**src/rtl/csa_accum_ctrl.sv**
```systemverilog
// Carry-save multi-operand accumulator sequencer: one 3:2 compression per accepted operand, one resolve add, result held on valid/ready.
// out_valid rises 2 cycles after the last operand is accepted; result held until out_ready. Optional saturation: CSA_SAT_EN.
module csa_accum_ctrl #(
  parameter int WIDTH   = 4,
  parameter int MAX_OPS = 8,
  parameter int ACC_W   = 7
) (
  input  logic                       clk,
  input  logic                       rst_n,
  input  logic                       start_i,
  input  logic [$clog2(MAX_OPS):0]   num_ops_i,
  input  logic                       in_valid_i,
  output logic                       in_ready_o,
  input  logic [WIDTH-1:0]           in_data_i,
  output logic                       out_valid_o,
  input  logic                       out_ready_i,
  output logic [ACC_W-1:0]           out_sum_o,
  output logic                       busy_o,
  output logic                       err_o
);

  localparam int NW = $clog2(MAX_OPS) + 1;

  typedef enum logic [1:0] {
    IDLE    = 2'd0,
    ACCUM   = 2'd1,
    RESOLVE = 2'd2,
    DONE    = 2'd3
  } state_t;

  state_t            state_q, state_d;
  logic [ACC_W-1:0]  s_q, s_d;
  logic [ACC_W-1:0]  c_q, c_d;
  logic [ACC_W-1:0]  sum_q, sum_d;
  logic [NW-1:0]     cnt_q, cnt_d;
  logic [NW-1:0]     nops_q, nops_d;
  logic              err_q, err_d;
  logic [ACC_W-1:0]  d_ext;
  logic [ACC_W-2:0]  maj_lo;
  logic              nops_legal;
`ifdef CSA_SAT_EN
  logic              ovf_q, ovf_d;
  logic              maj_msb;
  logic [ACC_W:0]    res_w;
`endif

  always_ff @(posedge clk or negedge rst_n) begin
    if (!rst_n) begin
      state_q <= IDLE;
      s_q     <= '0;
      c_q     <= '0;
      sum_q   <= '0;
      cnt_q   <= '0;
      nops_q  <= '0;
      err_q   <= 1'b0;
`ifdef CSA_SAT_EN
      ovf_q   <= 1'b0;
`endif
    end else begin
      state_q <= state_d;
      s_q     <= s_d;
      c_q     <= c_d;
      sum_q   <= sum_d;
      cnt_q   <= cnt_d;
      nops_q  <= nops_d;
      err_q   <= err_d;
`ifdef CSA_SAT_EN
      ovf_q   <= ovf_d;
`endif
    end
  end

  always_comb begin
    state_d    = state_q;
    s_d        = s_q;
    c_d        = c_q;
    sum_d      = sum_q;
    cnt_d      = cnt_q;
    nops_d     = nops_q;
    err_d      = 1'b0;
    d_ext      = {{(ACC_W-WIDTH){1'b0}}, in_data_i};
    nops_legal = (num_ops_i != '0) && (num_ops_i <= NW'(MAX_OPS));
    // The carry vector shifts left, so only the low ACC_W-1 majority bits survive.
    maj_lo     = (s_q[ACC_W-2:0] & c_q[ACC_W-2:0]) |
                 (s_q[ACC_W-2:0] & d_ext[ACC_W-2:0]) |
                 (c_q[ACC_W-2:0] & d_ext[ACC_W-2:0]);
`ifdef CSA_SAT_EN
    ovf_d      = ovf_q;
    maj_msb    = (s_q[ACC_W-1] & c_q[ACC_W-1]) |
                 (s_q[ACC_W-1] & d_ext[ACC_W-1]) |
                 (c_q[ACC_W-1] & d_ext[ACC_W-1]);
    res_w      = {1'b0, s_q} + {1'b0, c_q};
`endif

    case (state_q)
      IDLE: begin
        if (start_i) begin
          if (nops_legal) begin
            state_d = ACCUM;
            nops_d  = num_ops_i;
            s_d     = '0;
            c_d     = '0;
            cnt_d   = '0;
`ifdef CSA_SAT_EN
            ovf_d   = 1'b0;
`endif
          end else begin
            err_d = 1'b1;
          end
        end
      end
      ACCUM: begin
        if (in_valid_i) begin
          s_d   = s_q ^ c_q ^ d_ext;
          c_d   = {maj_lo, 1'b0};
          cnt_d = cnt_q + NW'(1);
`ifdef CSA_SAT_EN
          ovf_d = ovf_q | maj_msb;
`endif
          if (cnt_q == nops_q - NW'(1)) begin
            state_d = RESOLVE;
          end
        end
      end
      RESOLVE: begin
`ifdef CSA_SAT_EN
        ovf_d = ovf_q | res_w[ACC_W];
        sum_d = (ovf_q | res_w[ACC_W]) ? {ACC_W{1'b1}} : res_w[ACC_W-1:0];
`else
        sum_d = s_q + c_q;
`endif
        state_d = DONE;
      end
      DONE: begin
        if (out_ready_i) begin
          state_d = IDLE;
        end
      end
      default: state_d = IDLE;
    endcase
  end

  assign in_ready_o  = (state_q == ACCUM);
  assign out_valid_o = (state_q == DONE);
  assign busy_o      = (state_q != IDLE);
  assign out_sum_o   = sum_q;
  assign err_o       = err_q;

endmodule

```
**config.mk**
```make
export PLATFORM = sky130hd
export DESIGN_NAME = csa_accum_ctrl
export DESIGN_NICKNAME = d
export VERILOG_FILES = /design/src/rtl/csa_accum_ctrl.sv
export SDC_FILE = /design/constraint.sdc
export NUM_CORES = 1
export LEC_CHECK = 0
export CAP_MARGIN = 20
export CORE_MARGIN = 2
export CORE_UTILIZATION = 40
export DETAILED_ROUTE_END_ITERATION = 8
export SETUP_SLACK_MARGIN = 0.5
export SYNTH_ARGS = -nofsm -noshare
export SYNTH_HDL_FRONTEND = slang
export SYNTH_SLANG_ARGS = --single-unit
```
**constraint.sdc**
```tcl
create_clock -name clk -period 1.87 [get_ports clk]
set_input_delay 0.187 -clock clk [delete_from_list [all_inputs] [get_ports clk]]
set_output_delay 0.187 -clock clk [all_outputs]
set_load 0.02 [all_outputs]
```
# Word-level counts from Yosys, hierarchy flattened
# Index checks and enable logic that the tools add are counted.
dict set report word_totals {
  ram_bits 0
  n_memories 0
  out_inout_bits 11
  inputBits 13
  wordCells 54
  ff_bits 32
  latchBits 0
  rom_bits 0
}
dict set report op_classes {
  reduce_logical 8
  add_sub_neg 3
  n_eq_ne 9
  magnitude_cmp 1
  n_mux 19
  bitwise_logic 7
  n_shift 0
  n_mul 0
  div_mod_pow 0
}
# op count
set ops {}
lappend ops {{$mux W7} 4}
lappend ops {{$pmux W7 S2} 2}
lappend ops {{$and A6 B4 Y6} 2}
lappend ops {{$mux W4} 3}
lappend ops {{$or A6 B6 Y6} 2}
lappend ops {{$mux W2} 5}
lappend ops {{$pmux W2 S4} 1}
lappend ops {{$pmux W4 S2} 1}
lappend ops {{$add A7 B7 Y7} 1}
lappend ops {{$xor A7 B4 Y7} 1}
lappend ops {{$xor A7 B7 Y7} 1}
lappend ops {{$and A6 B6 Y6} 1}
lappend ops {{$ne A2 B2 Y1 const B} 3}
lappend ops {{$reduce_and A5 Y1} 1}
lappend ops {{$add A4 B1 Y4 const B} 1}
lappend ops {{$eq A2 B2 Y1 const B} 2}
lappend ops {{$eq A4 B4 Y1} 1}
lappend ops {{$le A4 B4 Y1 const B} 1}
lappend ops {{$ne A2 B1 Y1 const B} 2}
lappend ops {{$reduce_and A4 Y1} 1}
lappend ops {{$reduce_bool A2 Y1} 2}
lappend ops {{$reduce_bool A4 Y1} 1}
lappend ops {{$sub A4 B1 Y4 const B} 1}
lappend ops {{$mux W1} 3}
lappend ops {{other kinds (4)} 4}

# Logic depth before layout (Yosys ltp)
dict set report logic_depth {
  ltp_word 5
  depth_mapped 9
  depth_no_buf 8
}

# Least setup slack after synthesis
# Ideal clock, no wire load.
dict set report synth_path {
  path_kind {flip-flop to flip-flop}
  startpoint {reg state_q[1]}
  endpoint {reg s_q[5]}
  required_time_ps 1749
  setup_slack_ps 16
  arrival_time_ps 1733
  stages_incl_launch_ff 9
  setup_time_ps 121
  period_less_slack_ps 1854
  path_buffers 2
  path_cell_list {dfrtp_1 > inv_1 > ha_1 > nor2b_1 > a31oi_2 > or2_1 > buf_6 > buf_12 > a22o_1}
}
dict set report synth_between {
  elab_chain_cells 3
  word_cells_on_any_way 8
  classes_between {eq/ne (4); mux (1); reduce/logical (3)}
}
# element line
set synth_rtl {}
lappend synth_rtl {{from (decl)} 31} ;# state_t state_q, state_d;
lappend synth_rtl {{from (signal assigned)} 60} ;# state_q <= state_d;
lappend synth_rtl {{$eq A2 B1 Y1 *} n/a}
lappend synth_rtl {{named net in_ready_o} 13} ;# output logic in_ready_o,
lappend synth_rtl {{$ne A2 B2 Y1 (no line) or $reduce_bool A2 Y1 (tied branches)} n/a}
lappend synth_rtl {{$reduce_and A4 Y1 (no line)} n/a}
lappend synth_rtl {{to (signal assigned)} 50} ;# s_q <= '0;
lappend synth_rtl {{to (signal assigned)} 61} ;# s_q <= s_d;
lappend synth_rtl {{to (decl)} 32} ;# logic [ACC_W-1:0] s_q, s_d;
# The timed path passes the listed nets; every way through them passes the cells marked *.
# A chain may end at the register's enable or synchronous reset.

# Final worst setup path
dict set report layout_path {
  startpoint {reg s_q[1]}
  endpoint {reg sum_q[5], in the netlist out_sum_o[5]}
}
dict set report layout_between {
  elab_chain_cells 1
}
# element line
set layout_rtl {}
lappend layout_rtl {{$add A7 B7 Y7} 130} ;# sum_d = s_q + c_q;
lappend layout_rtl {{to (signal assigned)} 63} ;# sum_q <= sum_d;
lappend layout_rtl {{to (decl)} 34} ;# logic [ACC_W-1:0] sum_q, sum_d;
# Every way passes these cells.

==> metrics.csv <==
stage;metric;value;unit
outcome;outcome;complete, no violations;
timing;slack of the critical path;0.1373;ns
worst_setup_path;CP Capture Point;out_sum_o[5];
clock_network;H-Tree Depth;2;
detailed_routing;WL met3;103;um
layout;design area;2620;um^2
layout;register area;777.0;um^2
detailed_routing;final antenna-violating net count;0;
logic_synthesis;Yosys top cell by area;dfrtp_1;
power;maximum VDD drop;0.8829;mV
worst_setup_path;crit path DAT;1.90;ns
clock_network;Sink Count;31;
timing;min Tclk post-route;1.733;ns
worst_setup_path;Worst Setup End Kind;flop;
placed_design;Placed Instances;227;
logic_synthesis;Main synth FF type;dfrtp_1;
grt;initial antenna violation count;0;
placed_design;pre-CTS setup slack;-0.1497;ns
placed_design;Detail Placement HPWL;2364;um
worst_setup_path;internal reg-to-reg setup slack;0.14;ns
timing;Max Fclk;0.5771;GHz
worst_setup_path;critical path required time;2.03;ns
clock_network;Reg clk slew, reported paths;0.07;ns
layout;antenna diode count;0;
clock_network;CTS tree;yes;
layout;non-filler cells, final;260;
layout;nets;239;
worst_setup_path;FF-to-FF path depth;8;
logic_synthesis;EDFF count, synth;0;
detailed_routing;number of iterations in the first detailed-routing pass;4;
floorplanning;Die ar.;4865;um^2
clock_network;clock insertion delay at the later pin of the skew report;0.28;ns
flow_run;max-cap viol count;0;
worst_setup_path;timing startpoint of the critical path;s_q[1];
floorplanning;initial core utilization;42.31;%
detailed_routing;met2 WL;1948;um
placed_design;IO Port Bufs;23;
timing;Final setup viols;0;
detailed_routing;DR DRC count;0;
logic_synthesis;Mapped Nets;176;
logic_synthesis;Seq/Total Area, Yosys;44.86;%
logic_synthesis;list of most frequent post-synthesis cells;dfrtp_1 (31), ha_1 (13), inv_1 (12), xnor2_1 (11), mux2_2 (10);
clock_network;root buffer cell;clkbuf_8;
detailed_routing;Avg WL per Cell;15.21;um
logic_synthesis;Post-synth ARST share;100.0;%
detailed_routing;wirelength, routed;3955;um
placed_design;GP Congestion;0.8026;
logic_synthesis;share of the synthesized area in the top cell type;44.86;%
detailed_routing;initial DRC count;42;
floorplanning;Core Region;4086;um^2
hold_path;HP Class;in2async;
clock_network;CTS buffer count;5;
logic_synthesis;synthesized area per cell;11.84;um^2
logic_synthesis;Mapped Area;1729;um^2
power;LEAKAGE;1.283;nW
worst_setup_path;worst-path fanout max;3;
timing;skew final;0.01035;ns
layout;area of the multi-input gates;1084;um^2
power;Power Total;4.241;mW
grt;wire length of the first global-routing pass;6575;um
timing;Rel. slew slack;72.88;%
layout;Area Overhead vs Synth;51.52;%
timing;Slew @ Worst Pin;0.4068;ns
timing;Slew Limit Fails;0;
logic_synthesis;Synth Register Bits;31;
floorplanning;die span in y;69.75;um
logic_synthesis;most frequent cell after synthesis;dfrtp_1;
timing;Hold Fails Final Rpt;0;
grt;vias in the first global route;1347;
worst_setup_path;WS Path Type;reg2reg;
detailed_routing;via count;1330;
grt;largest net degree at the start of global routing;32;
detailed_routing;M1 wire length;1841;um
floorplanning;# rows;23;
floorplanning;IO Count;24;
floorplanning;Die Width;69.75;um
logic_synthesis;Mapped Cells;146;
grt;grt ovf;0;
power;Power Density;1619;nW/um^2
detailed_routing;Top Metal Used;met4;
placed_design;DP Area;2150;um^2
clock_network;CTS max path bufs;2;
layout;fillers;312;
logic_synthesis;Ys Warns;0;
worst_setup_path;Reg-to-Reg Start;s_q[1];
grt;total track usage;17.04;%
detailed_routing;Via density;5.115;
logic_synthesis;post-synth cell types;34;
worst_setup_path;CP startpoint kind;flop;
timing;RSZ-0062 raised after global routing;true;
layout;share of cells above drive strength 1;43.33;%
logic_synthesis;top post-synthesis cells by area;dfrtp_1 (45%), ha_1 (9.4%), mux2_2 (6.5%);
worst_setup_path;Worst R2R End;out_sum_o[5];
timing;period utilization;92.66;%
## state kept, by name (all words and copies together) (netlist names)
| name | flops |
|---|---|
| cnt_q | 4 |
| nops_q | 4 |
| s_q | 7 |
| out_sum_o | 7 |
| state_q | 2 |
| err_o | 1 |
| c_q | 6 |
## per-stage QoR
step	hold WS (ns)	setup TNS, ns	util [%]
2_1_floorplan	-0.1086	0	-
6_report	0.2985	0	64.12
4_1_cts	0.3111	0	60.26
3_5_place_dp	0.4959	-2.214	52.60
3_3_place_gp	0.4910	-1.755	52.60
5_1_grt	0.3498	0	64.12
## placed cells by master, fill, tap and decap left out, types with 2 or more instances in the layout
master	Yosys	final
dfrtp_1	31	30
nand2_1	6	4
a21oi_2	0	2
a21o_1	2	2
ha_4	0	5
nor3_1	6	5
clkbuf_8	0	5
inv_2	0	5
inv_1	12	6
buf_6	1	14
mux2i_1	3	2
mux2_4	0	6
clkbuf_1	1	2
nor2b_1	4	3
fa_1	4	3
dlygate4sd2_1	0	12
clkdlybuf4s50_1	0	8
nor2_1	5	4
mux2_2	10	4
a22o_4	0	4
buf_4	0	23
ha_1	13	7
a22o_1	9	9
xnor2_1	11	11
nand3_1	2	2
a21oi_1	5	3
## layer usage
| layer | vias to the layer above | track usage [%] |
|---|---|---|
| met3 | 7 | 3.779 |
| met5 | - | 0 |
| li1 | 644 | - |
| met2 | 20 | 27.46 |
| met1 | 659 | 22.59 |
| met4 | 0 | 6.197 |
## kinds of logic after synthesis
group | share of synthesized area [%]
XOR/XNOR | 6.078
adder cells (fa/ha/maj) | 14.04
flip-flops | 44.86
AND/OR/NAND/NOR | 7.960
multiplexers | 8.249
buffers and inverters | 4.920
AO/OA/AOI/OAI | 13.89
## worst min path at each step
stage                      start            to  slack, ns  depth (start not counted)
floorplan                  rst_n        c_q[1]      -0.11                          0
global placement    out_sum_o[4]  out_sum_o[4]       0.49                          1
detailed placement  out_sum_o[0]  out_sum_o[0]       0.50                          1
CTS                        rst_n    state_q[1]       0.31                          2
global route               rst_n    state_q[1]       0.35                          2
finish                     rst_n    state_q[1]       0.30                          2
## report_power, final
group          switching [mW]  total, mW  internal (mW)
Clock                   0.245      0.506          0.261
Sequential              0.215       1.13          0.910
Combinational            1.12       2.61           1.49
## layout make-up
type | count | share of cell area (%)
clock buffers | 7 | 2.913
clock inverters | 1 | 0.1910
inverters | 12 | 1.815
multi-input cells | 99 | 41.36
flip-flops and latches | 31 | 29.66
well taps | 50 | 2.388
repair buffers | 60 | 21.68
## worst max-delay path, cell delays in order, from the launching register on
cell     delay, ns
dfrtp_1       0.40
ha_2          0.20
inv_2         0.04
fa_2          0.34
inv_2         0.05
a21o_1        0.12
a21oi_2       0.06
xnor2_1       0.13
mux2_4        0.27
## repair_timing
item / in CTS / in global routing
setup buffers: 13 / 11
gates resized for setup: 51 / 24
cloned: 1 / 0
setup endpoints to repair: 38 / 32
pin swaps: 21 / 6
hold buffers: 0 / 0
endpoints found under the hold margin: 0 / 0
No activity file was read; power rests on OpenSTA's default activity.
